### src/rtl/id_decode_stage_pkg.sv
// Shared decode constants: EX ALU op encoding, RV32I opcode/funct fields,
// immediate format selector and the registered ID/EX bundle layout.
package id_decode_stage_pkg;

    // ALU operation encoding consumed by the EX stage; values must stay in step with the EX ALU.
    localparam logic [3:0] ALU_ADD = 4'd0;
    localparam logic [3:0] ALU_SUB = 4'd1;
    localparam logic [3:0] ALU_MUL = 4'd2;
    localparam logic [3:0] ALU_AND = 4'd3;
    localparam logic [3:0] ALU_OR  = 4'd4;
    localparam logic [3:0] ALU_XOR = 4'd5;
    localparam logic [3:0] ALU_SLL = 4'd6;
    localparam logic [3:0] ALU_SRL = 4'd7;
    localparam logic [3:0] ALU_SRA = 4'd8;
    localparam logic [3:0] ALU_SLT = 4'd9;
    localparam logic [3:0] ALU_LUI = 4'd10;
    localparam logic [3:0] ALU_BEQ = 4'd11;
    localparam logic [3:0] ALU_BNE = 4'd12;
    localparam logic [3:0] ALU_BGE = 4'd13;
    localparam logic [3:0] ALU_BLT = 4'd14;

    // Major opcodes (instr[6:0]).
    localparam logic [6:0] OPC_OP     = 7'b0110011;
    localparam logic [6:0] OPC_OP_IMM = 7'b0010011;
    localparam logic [6:0] OPC_LUI    = 7'b0110111;
    localparam logic [6:0] OPC_AUIPC  = 7'b0010111;
    localparam logic [6:0] OPC_JAL    = 7'b1101111;
    localparam logic [6:0] OPC_JALR   = 7'b1100111;
    localparam logic [6:0] OPC_LOAD   = 7'b0000011;
    localparam logic [6:0] OPC_STORE  = 7'b0100011;
    localparam logic [6:0] OPC_BRANCH = 7'b1100011;

    // funct3 for OP / OP-IMM.
    localparam logic [2:0] F3_ADD_SUB = 3'b000;
    localparam logic [2:0] F3_SLL     = 3'b001;
    localparam logic [2:0] F3_SLT     = 3'b010;
    localparam logic [2:0] F3_SLTU    = 3'b011;
    localparam logic [2:0] F3_XOR     = 3'b100;
    localparam logic [2:0] F3_SR      = 3'b101;
    localparam logic [2:0] F3_OR      = 3'b110;
    localparam logic [2:0] F3_AND     = 3'b111;

    // funct3 for BRANCH.
    localparam logic [2:0] F3_BEQ  = 3'b000;
    localparam logic [2:0] F3_BNE  = 3'b001;
    localparam logic [2:0] F3_BLT  = 3'b100;
    localparam logic [2:0] F3_BGE  = 3'b101;
    localparam logic [2:0] F3_BLTU = 3'b110;
    localparam logic [2:0] F3_BGEU = 3'b111;

    // funct7 values.
    localparam logic [6:0] F7_BASE = 7'b0000000;
    localparam logic [6:0] F7_ALT  = 7'b0100000;
    localparam logic [6:0] F7_MUL  = 7'b0000001;

    // Immediate formats selected by the opcode.
    typedef enum logic [2:0] {
        IMM_NONE = 3'd0,
        IMM_I    = 3'd1,
        IMM_S    = 3'd2,
        IMM_B    = 3'd3,
        IMM_U    = 3'd4,
        IMM_J    = 3'd5
    } imm_fmt_e;

    // Contents of the ID/EX register (valid is kept separately).
    typedef struct packed {
        logic [3:0]  alu_op;
        logic        is_signed;
        logic [31:0] a;
        logic [31:0] b;
        logic [31:0] rs2_val;
        logic [31:0] imm;
        logic [31:0] pc;
        logic [4:0]  rd;
        logic        reg_we;
        logic        mem_re;
        logic        mem_we;
        logic        branch;
        logic        jal;
        logic        jalr;
        logic        illegal;
        logic [2:0]  mem_size;
    } idex_t;

    // Load widths that exist in RV32I: LB LH LW LBU LHU.
    function automatic logic load_f3_legal(input logic [2:0] f3);
        return (f3 == 3'b000) || (f3 == 3'b001) || (f3 == 3'b010) ||
               (f3 == 3'b100) || (f3 == 3'b101);
    endfunction

endpackage

### src/rtl/id_decode_stage_imm_gen.sv
// Immediate generator: picks and sign-extends the I/S/B/U/J immediate
// out of instr[31:7] according to the requested format.
module id_decode_stage_imm_gen
    import id_decode_stage_pkg::*;
(
    input  logic [31:7] instr_i,
    input  imm_fmt_e    fmt_i,
    output logic [31:0] imm_o
);

    // Format mux; IMM_NONE (R-type and unknown opcodes) yields zero.
    always_comb begin
        imm_o = 32'd0;
        case (fmt_i)
            IMM_I: imm_o = {{20{instr_i[31]}}, instr_i[31:20]};
            IMM_S: imm_o = {{20{instr_i[31]}}, instr_i[31:25], instr_i[11:7]};
            IMM_B: imm_o = {{19{instr_i[31]}}, instr_i[31], instr_i[7],
                            instr_i[30:25], instr_i[11:8], 1'b0};
            IMM_U: imm_o = {instr_i[31:12], 12'd0};
            IMM_J: imm_o = {{11{instr_i[31]}}, instr_i[31], instr_i[19:12],
                            instr_i[20], instr_i[30:21], 1'b0};
            default: imm_o = 32'd0;
        endcase
    end

endmodule

### src/rtl/id_decode_stage.sv
// RV32I(+MUL) decode stage. Accepts instr/pc on if_valid&id_ready, reads the
// register file combinationally, decodes into the EX ALU encoding and registers
// the result into the ID/EX bundle. Handshake: a transfer happens on a rising
// edge where valid&ready are both high; valid never depends on ready, and a
// held bundle (ex_valid & ~ex_ready) keeps every ex_* output stable.
module id_decode_stage
    import id_decode_stage_pkg::*;
#(
    parameter bit ENABLE_MUL = 1'b1
) (
    input  logic        clk,
    input  logic        rst_n,
    input  logic        if_valid,
    input  logic [31:0] if_instr,
    input  logic [31:0] if_pc,
    output logic        id_ready,
    output logic [4:0]  rs1_addr,
    output logic [4:0]  rs2_addr,
    input  logic [31:0] rs1_data,
    input  logic [31:0] rs2_data,
    input  logic        flush,
    input  logic        ex_ready,
    output logic        ex_valid,
    output logic [3:0]  ex_alu_op,
    output logic        ex_is_signed,
    output logic [31:0] ex_a,
    output logic [31:0] ex_b,
    output logic [31:0] ex_rs2_val,
    output logic [31:0] ex_imm,
    output logic [31:0] ex_pc,
    output logic [4:0]  ex_rd,
    output logic        ex_reg_we,
    output logic        ex_mem_re,
    output logic        ex_mem_we,
    output logic        ex_branch,
    output logic        ex_jal,
    output logic        ex_jalr,
    output logic        ex_illegal,
    output logic [2:0]  ex_mem_size
);

    logic [6:0]  opcode;
    logic [2:0]  funct3;
    logic [6:0]  funct7;
    logic [4:0]  rd;
    logic [4:0]  shamt;
    imm_fmt_e    imm_fmt;
    logic [31:0] imm_val;
    logic        rs1_used;
    logic        rs2_used;
    logic        illegal;
    idex_t       dec;
    logic        adv;
    logic        hz;
    logic        accept;
    idex_t       ex_q;
    idex_t       ex_d;
    logic        ex_valid_q;
    logic        ex_valid_d;

    assign opcode   = if_instr[6:0];
    assign rd       = if_instr[11:7];
    assign funct3   = if_instr[14:12];
    assign rs1_addr = if_instr[19:15];
    assign rs2_addr = if_instr[24:20];
    assign shamt    = if_instr[24:20];
    assign funct7   = if_instr[31:25];

    // Format and register usage follow the opcode alone, so a known opcode with
    // a bad funct field still counts its source registers for hazard checking.
    always_comb begin
        imm_fmt  = IMM_NONE;
        rs1_used = 1'b0;
        rs2_used = 1'b0;
        case (opcode)
            OPC_OP:     begin rs1_used = 1'b1; rs2_used = 1'b1; end
            OPC_OP_IMM: begin imm_fmt = IMM_I; rs1_used = 1'b1; end
            OPC_LOAD:   begin imm_fmt = IMM_I; rs1_used = 1'b1; end
            OPC_JALR:   begin imm_fmt = IMM_I; rs1_used = 1'b1; end
            OPC_STORE:  begin imm_fmt = IMM_S; rs1_used = 1'b1; rs2_used = 1'b1; end
            OPC_BRANCH: begin imm_fmt = IMM_B; rs1_used = 1'b1; rs2_used = 1'b1; end
            OPC_LUI:    imm_fmt = IMM_U;
            OPC_AUIPC:  imm_fmt = IMM_U;
            OPC_JAL:    imm_fmt = IMM_J;
            default:    imm_fmt = IMM_NONE;
        endcase
    end

    id_decode_stage_imm_gen u_imm_gen (
        .instr_i (if_instr[31:7]),
        .fmt_i   (imm_fmt),
        .imm_o   (imm_val)
    );

    // Main decode: ALU op, operands and control flags; illegal encodings keep
    // ex_valid semantics but have all side effects squashed.
    always_comb begin
        dec         = '0;
        illegal     = 1'b0;
        dec.pc      = if_pc;
        dec.rd      = rd;
        dec.rs2_val = rs2_data;
        dec.imm     = imm_val;
        case (opcode)
            OPC_OP: begin
                dec.a      = rs1_data;
                dec.b      = rs2_data;
                dec.reg_we = 1'b1;
                if (funct7 == F7_MUL) begin
                    if (ENABLE_MUL && (funct3 == F3_ADD_SUB)) dec.alu_op = ALU_MUL;
                    else                                      illegal    = 1'b1;
                end else if ((funct7 == F7_BASE) ||
                             ((funct7 == F7_ALT) && ((funct3 == F3_ADD_SUB) || (funct3 == F3_SR)))) begin
                    case (funct3)
                        F3_ADD_SUB: dec.alu_op = funct7[5] ? ALU_SUB : ALU_ADD;
                        F3_SLL:     dec.alu_op = ALU_SLL;
                        F3_SLT:     begin dec.alu_op = ALU_SLT; dec.is_signed = 1'b1; end
                        F3_SLTU:    dec.alu_op = ALU_SLT;
                        F3_XOR:     dec.alu_op = ALU_XOR;
                        F3_SR:      dec.alu_op = funct7[5] ? ALU_SRA : ALU_SRL;
                        F3_OR:      dec.alu_op = ALU_OR;
                        default:    dec.alu_op = ALU_AND;
                    endcase
                end else begin
                    illegal = 1'b1;
                end
            end
            OPC_OP_IMM: begin
                dec.a      = rs1_data;
                dec.b      = imm_val;
                dec.reg_we = 1'b1;
                case (funct3)
                    F3_ADD_SUB: dec.alu_op = ALU_ADD;
                    F3_SLT:     begin dec.alu_op = ALU_SLT; dec.is_signed = 1'b1; end
                    F3_SLTU:    dec.alu_op = ALU_SLT;
                    F3_XOR:     dec.alu_op = ALU_XOR;
                    F3_OR:      dec.alu_op = ALU_OR;
                    F3_AND:     dec.alu_op = ALU_AND;
                    F3_SLL: begin
                        dec.alu_op = ALU_SLL;
                        dec.b      = {27'd0, shamt};
                        if (funct7 != F7_BASE) illegal = 1'b1;
                    end
                    default: begin
                        dec.b = {27'd0, shamt};
                        if (funct7 == F7_BASE)     dec.alu_op = ALU_SRL;
                        else if (funct7 == F7_ALT) dec.alu_op = ALU_SRA;
                        else                       illegal    = 1'b1;
                    end
                endcase
            end
            OPC_LUI: begin
                dec.alu_op = ALU_LUI;
                dec.b      = imm_val;
                dec.reg_we = 1'b1;
            end
            OPC_AUIPC: begin
                dec.alu_op = ALU_ADD;
                dec.a      = if_pc;
                dec.b      = imm_val;
                dec.reg_we = 1'b1;
            end
            OPC_JAL: begin
                dec.alu_op = ALU_ADD;
                dec.a      = if_pc;
                dec.b      = 32'd4;
                dec.reg_we = 1'b1;
                dec.jal    = 1'b1;
            end
            OPC_JALR: begin
                dec.alu_op = ALU_ADD;
                dec.a      = if_pc;
                dec.b      = 32'd4;
                dec.reg_we = 1'b1;
                dec.jalr   = 1'b1;
                if (funct3 != 3'b000) illegal = 1'b1;
            end
            OPC_LOAD: begin
                dec.alu_op   = ALU_ADD;
                dec.a        = rs1_data;
                dec.b        = imm_val;
                dec.reg_we   = 1'b1;
                dec.mem_re   = 1'b1;
                dec.mem_size = funct3;
                if (!load_f3_legal(funct3)) illegal = 1'b1;
            end
            OPC_STORE: begin
                dec.alu_op   = ALU_ADD;
                dec.a        = rs1_data;
                dec.b        = imm_val;
                dec.mem_we   = 1'b1;
                dec.mem_size = funct3;
                if (funct3 > 3'b010) illegal = 1'b1;
            end
            OPC_BRANCH: begin
                dec.a      = rs1_data;
                dec.b      = rs2_data;
                dec.branch = 1'b1;
                case (funct3)
                    F3_BEQ:  dec.alu_op = ALU_BEQ;
                    F3_BNE:  dec.alu_op = ALU_BNE;
                    F3_BLT:  begin dec.alu_op = ALU_BLT; dec.is_signed = 1'b1; end
                    F3_BGE:  begin dec.alu_op = ALU_BGE; dec.is_signed = 1'b1; end
                    F3_BLTU: dec.alu_op = ALU_BLT;
                    F3_BGEU: dec.alu_op = ALU_BGE;
                    default: illegal = 1'b1;
                endcase
            end
            default: illegal = 1'b1;
        endcase
        if (illegal) begin
            dec.illegal = 1'b1;
            dec.reg_we  = 1'b0;
            dec.mem_re  = 1'b0;
            dec.mem_we  = 1'b0;
            dec.branch  = 1'b0;
            dec.jal     = 1'b0;
            dec.jalr    = 1'b0;
        end
        if (dec.rd == 5'd0) dec.reg_we = 1'b0;
    end

    // Load-use hazard: the load in ID/EX writes a register this instruction reads.
    assign hz = ex_valid_q && ex_q.mem_re && (ex_q.rd != 5'd0) &&
                ((rs1_used && (ex_q.rd == rs1_addr)) || (rs2_used && (ex_q.rd == rs2_addr)));
    assign adv      = ex_ready | ~ex_valid_q;
    assign id_ready = adv & ~hz & ~flush;
    assign accept   = if_valid & id_ready;

    // ID/EX next state: flush clears first, otherwise load on advance (a bubble when nothing is accepted).
    always_comb begin
        ex_valid_d = ex_valid_q;
        ex_d       = ex_q;
        if (flush) begin
            ex_valid_d = 1'b0;
        end else if (adv) begin
            ex_valid_d = accept;
            if (accept) ex_d = dec;
        end
    end

    // ID/EX register.
    always_ff @(posedge clk or negedge rst_n) begin
        if (!rst_n) begin
            ex_valid_q <= 1'b0;
            ex_q       <= '0;
        end else begin
            ex_valid_q <= ex_valid_d;
            ex_q       <= ex_d;
        end
    end

    assign ex_valid     = ex_valid_q;
    assign ex_alu_op    = ex_q.alu_op;
    assign ex_is_signed = ex_q.is_signed;
    assign ex_a         = ex_q.a;
    assign ex_b         = ex_q.b;
    assign ex_rs2_val   = ex_q.rs2_val;
    assign ex_imm       = ex_q.imm;
    assign ex_pc        = ex_q.pc;
    assign ex_rd        = ex_q.rd;
    assign ex_reg_we    = ex_q.reg_we;
    assign ex_mem_re    = ex_q.mem_re;
    assign ex_mem_we    = ex_q.mem_we;
    assign ex_branch    = ex_q.branch;
    assign ex_jal       = ex_q.jal;
    assign ex_jalr      = ex_q.jalr;
    assign ex_illegal   = ex_q.illegal;
    assign ex_mem_size  = ex_q.mem_size;

endmodule
### config.mk
export PLATFORM = sky130hd
export DESIGN_NAME = id_decode_stage
export DESIGN_NICKNAME = d
export VERILOG_FILES = /design/src/rtl/id_decode_stage_pkg.sv /design/src/rtl/id_decode_stage_imm_gen.sv /design/src/rtl/id_decode_stage.sv
export SDC_FILE = /design/constraint.sdc
export NUM_CORES = 1
export LEC_CHECK = 0
export ABC_CLOCK_PERIOD_IN_PS = 2700
export BUFFER_PORTS_ARGS = -buffer_cell sky130_fd_sc_hd__clkbuf_2
export CAP_MARGIN = 10
export CORE_MARGIN = 5
export CORE_UTILIZATION = 40
export DETAILED_ROUTE_END_ITERATION = 6
export PLACE_DENSITY = 0.66
export SYNTH_ARGS = -nofsm -noshare
export SYNTH_HDL_FRONTEND = slang
export SYNTH_HIERARCHICAL = 1
export SYNTH_SLANG_ARGS = --single-unit
### constraint.sdc
create_clock -name clk -period 2.7 [get_ports clk]
set_clock_uncertainty 0.2 [all_clocks]
set_input_delay 0.135 -clock clk [delete_from_list [all_inputs] [get_ports clk]]
set_output_delay 0.135 -clock clk [all_outputs]
set_load 0.02 [all_outputs]
# Yosys cells after proc, flatten, opt, wreduce, memory -nomap -nowiden
# Index checks and enable logic that the tools add are counted.
totals:
  regBits: 181
  latchBits: 0
  ramBits: 0
  mem_bits_ro: 0
  inputBits: 133
  output_inout_bits: 192
  elab_cells: 134
  memories: 0
classes:
  n_addsub: 0
  n_mul: 0
  div: 0
  n_lt_le_gt_ge: 1
  eq_ne: 25
  shift: 0
  muxes: 45
  bitwise_logic: 7
  reduce_logical: 39
ops:
  columns: ["op", "count"]
  rows:
  - ["32-bit case mux with 5 select lines", 1]
  - ["32-bit case mux with 4 select lines", 1]
  - ["32-bit case mux with 2 select lines", 1]
  - ["4-bit case mux with 6 select lines", 2]
  - ["32-bit two-way mux", 1]
  - ["4-bit case mux with 4 select lines", 2]
  - ["7-bit by 6-bit == test with 1-bit output (second input constant)", 4]
  - ["1-bit two-way mux", 25]
  - ["7-bit == test (second input constant)", 3]
  - ["3-bit == test (second input constant)", 6]
  - ["6-bit OR reduction", 3]
  - ["4-bit two-way mux", 4]
  - ["2-bit OR reduction", 8]
  - ["3-bit case mux with 5 select lines", 1]
  - ["7-bit by 5-bit == test with 1-bit output (second input constant)", 2]
  - ["3-bit by 2-bit == test with 1-bit output (second input constant)", 4]
  - ["3-bit OR reduction", 4]
  - ["5-bit == test", 2]
  - ["7-bit by 1-bit == test with 1-bit output (second input constant)", 1]
  - ["7-bit by 2-bit == test with 1-bit output (second input constant)", 1]
  - ["7-bit logical NOT", 1]
  - ["1-bit logical OR", 7]
  - ["7-bit two-way mux", 1]
  - ["1-bit case mux with 7 select lines", 1]
  - ["other kinds (21)", 31]

# Longest topological paths before layout
depth:
  depth_word: 12
  ltp_mapped: 13
  ltp_nobuf: 10

# Hierarchy
# Netlist, hierarchy kept.
by_module_without_submodules:
  columns: ["module", "n_inst", "cells_per_inst", "area_per_inst_um2", "seq_area_each_um2"]
  rows:
  - ["id_decode_stage", 1, 622, 8838.5, 4529.3]
  - ["id_decode_stage_imm_gen", 1, 54, 406.6, 0.0]

# Least setup slack after synthesis
# Ideal clock, no wire load.
synth_path:
  path_type: "in2reg"
  startpoint: "input port if_instr[5]"
  endpoint: "register ex_q, in the netlist ex_b[31]"
  setup_ps: 125
  arrival_ps: 2176
  required_ps: 2375
  path_slack_ps: 199
  path_stages: 12
  path_buffers: 3
  path_cell_list: "buf_2 > and3b_1 > nand2_1 > nor2_1 > and2_1 > or2_2 > buf_4 > nor2b_1 > buf_2 > o21a_1 > a22o_1 > mux2_4"
synth_lines:
  columns: ["item", "line", "source"]
  rows:
  - ["start, declared", "id_decode_stage.sv:14", "input logic [31:0] if_instr,"]
  - ["end signal, assigned", "id_decode_stage.sv:246", "ex_q <= '0;"]
  - ["end signal, assigned", "id_decode_stage.sv:249", "ex_q <= ex_d;"]
  - ["end, declared", "id_decode_stage.sv:56", "idex_t ex_q;"]

# Final worst setup path
layout_path:
  startpoint: "input port if_instr[26]"
  endpoint: "register ex_q, in the netlist ex_illegal"
layout_between:
  elab_chain_len: 7
layout_lines:
  columns: ["item", "line", "source"]
  rows:
  - ["branches (longest 5 deep; another with 7-bit by 6-bit == test with 1-bit output)", null, null]
  - ["1-bit case mux with 7 select lines (*)", "id_decode_stage.sv:104", "case (opcode)"]
  - ["7-bit two-way mux (*)", "id_decode_stage.sv:211", "if (illegal) begin"]
# Every way passes the cells marked *.
# A chain may end at the register's enable or synchronous reset.

==> qor.txt <==
status -> finished, final reports clean
worst-path fanout max -> 4
EDFF count, synth -> 0
maximum VDD drop -> 0.3273 mV
Ports -> 325
critical path arrival -> 2.78 ns
WL/cell -> 20.57 µm
initial antenna violation count -> 2
H-tree Lvls -> 4
synthesized flop and latch total -> 181
ys async rst share -> 1.000
count of pins over their slew limit -> 0
Tightest Pin Transition -> 0.7150 ns
Leak -> 6.949 nW
WL met2 -> 14060 µm
Final GP Congestion -> 0.8616
vias per inst -> 5.162
unrepaired setup endpoints after global routing -> false
crit-path cells -> dlygate4sd3_1, clkbuf_2, or4_4, nor3_4, o21ai_1, a311o_1, or3_1, mux2_2
DIE AREA -> 0.02625 mm²
Die Wd -> 162.0 µm
Final ANT Viol Nets -> 0
Crit. End Element -> flop
DR top layer -> met5
post-DP HPWL -> 20570 µm
largest net degree at the start of global routing -> 67
Setup-failing EPs final -> 0
Syn-to-layout area delta -> 41.71%
Achievable Freq -> 374.2 MHz
Site Rows -> 55
Total GRT Usage -> 0.2172
Tmin final -> 2.672 ns
DRC viols -> 0
share of post-route cells with drive strength above 1 -> 0.5299
Final nets -> 1258
Rel. slew slack -> 0.5224
total number of vias -> 7345
max-cap violation count -> 0
vias in the first global route -> 8041
Crit path required time -> 2.81 ns
GRT overflow -> 0
Core ar. -> 0.02271 mm²
Placed Cells -> 1271
Initial DRT Pass Iterations -> 5
CTS Sinks -> 181
critical path type -> input pin to flop
filler instances -> 1854
Critical-path top delay cell -> or4_4
clock latency on the worst-skew pair -> 0.42 ns
P per Cell Area -> 546.5 mW/mm²
post-synthesis cell area -> 0.009245 mm²
Synth Area per Inst -> 13.68 µm²
Post-Route M1 WL -> 12480 µm
Syn Nets -> 809
synth warn -> 6
Cells after Synth -> 676
CP bufs+invs -> 2
drt initial violations -> 417
cell family with most CP delay -> simple AND/OR/NAND/NOR gates
crit share post-route -> 0.9897
startpoint types -> input pin
fin cells -> 1423
routed wire length -> 29270 µm
dominant synthesized flop cell -> dfrtp_1
met3 WL -> 1731 µm
CTS Buffer Depth -> 2
total CTS buffers -> 17
die height -> 162.0 µm
post-synthesis cell type count -> 64
worst hold margin -> 0.05599 ns
ANT cells -> 0
first-pass GRT wire length -> 45100 µm
CP max stage delay -> 0.58 ns
clk slew on worst S/H paths -> 0.08 ns
Port Buf Inserts -> 324
CTS root buffer -> clkbuf_16
Final Hold Fails -> 0
post-synthesis sequential area ratio -> 0.4899
Initial Utilization -> 0.4071
Hold WC Path Type -> input pin to async pin
TritonCTS clock tree -> built
==> metal layers <==
metal  GRT usage  vias to the layer above
li1            -                     3387
met1      0.2801                     3629
met2      0.3543                      261
met3     0.05582                       64
met4     0.08112                        4
met5           0                        -
==> final cells by class <==
type	instances	area (µm²)	area share
clock buffer	18	429.2	0.03276
clock inverter	14	156.4	0.01194
inverter	7	26.28	0.002006
multi-input combinational	429	4274	0.3262
sequential	181	4533	0.3460
tap	285	356.6	0.02722
timing repair buffer	489	3326	0.2538
==> cell families after synthesis <==
| family | Yosys count | share of synthesized area |
|---|---|---|
| AO/OA/AOI/OAI | 137 | 0.1192 |
| XOR/XNOR | 13 | 0.01232 |
| buffers and inverters | 66 | 0.05535 |
| flip-flops | 181 | 0.4899 |
| multiplexers | 180 | 0.2555 |
| AND/OR/NAND/NOR | 99 | 0.06767 |
==> cell usage in the layout (no fill, tap or decap), types with 5 or more instances in the layout <==
| cell | n |
|---|---|
| dfrtp_1 | 178 |
| a21o_1 | 21 |
| buf_4 | 35 |
| a21oi_1 | 12 |
| mux2_1 | 5 |
| clkbuf_2 | 323 |
| a22o_1 | 63 |
| dlygate4sd3_1 | 116 |
| clkbuf_16 | 19 |
| buf_12 | 8 |
| mux2_2 | 83 |
| nor3_1 | 7 |
| nor2_1 | 17 |
| o21ai_0 | 12 |
| xnor2_1 | 6 |
| nor2b_1 | 9 |
| inv_8 | 5 |
| a221o_1 | 5 |
| nand3_1 | 6 |
| inv_1 | 7 |
| and2_1 | 9 |
| mux2_4 | 90 |
| xor2_1 | 5 |
| nand2_1 | 8 |
| and3_1 | 7 |
==> sequential cells by signal, summed over array words and instances, names as in the netlist, 3 cells and up <==
signal,cells
ex_rs2_val,32
ex_mem_size,3
ex_rd,5
ex_alu_op,4
ex_b,32
ex_imm,32
ex_a,32
ex_pc,32
==> cells in the mapped netlist, drive strengths merged (11+ instances only) <==
cell type	number	area, µm²
a22o	63	551.8
mux2	178	2342
nor2b	11	83.83
nor2	19	71.32
clkbuf	21	78.83
o21ai	13	65.06
a21o	21	157.7
dfrtp	181	4529
a21oi	13	65.06
buf	38	406.6
==> final timing paths <==
check | endpoint | slack (ns) | cells past startpoint | from
setup / recovery | ex_illegal$_DFFE_PN0P_ | 0.03 | 8 | if_instr[26]
hold / removal | ex_pc[3]$_DFFE_PN0P_ | 0.06 | 2 | rst_n
setup reg to reg | ex_imm[25]$_DFFE_PN0P_ | 0.10 | 8 | ex_rd[4]$_DFFE_PN0P_
hold reg to reg | ex_b[18]$_DFFE_PN0P_ | 0.30 | 1 | ex_b[18]$_DFFE_PN0P_
max in group asynchronous | ex_rs2_val[7]$_DFFE_PN0P_ | 1.49 | 3 | rst_n
min in group clk | ex_imm[23]$_DFFE_PN0P_ | 0.06 | 3 | if_instr[23]
==> stage by stage <==
stage / util / power (mW) / setup slack, ns / TNS [ns] / area, µm²
2_1_floorplan: - / 3.977 / 0.1987 / 0 / 9245
3_3_place_gp: 0.4952 / 4.534 / -0.05778 / -5.415 / 11240
3_5_place_dp: 0.4952 / 4.553 / -0.08707 / -7.584 / 11240
4_1_cts: 0.5727 / 7.199 / 0.03863 / 0 / 13010
5_1_grt: 0.5769 / 7.454 / 0.002694 / 0 / 13100
6_report: 0.5769 / 7.160 / 0.02784 / 0 / 13100
==> power breakdown <==
group          switching, mW  internal, mW
registers              0.148          2.94
clock network           1.24          1.25
logic                  0.840         0.750
==> timing repair <==
action,CTS,global route
hold endpoints to repair,309,0
cloned,0,2
hold buffers,116,0
setup buffers,0,2
endpoints found under the setup margin,146,138
pin swaps,1,2
gates resized for setup,4,7
(Power assumes the default switching activity.)
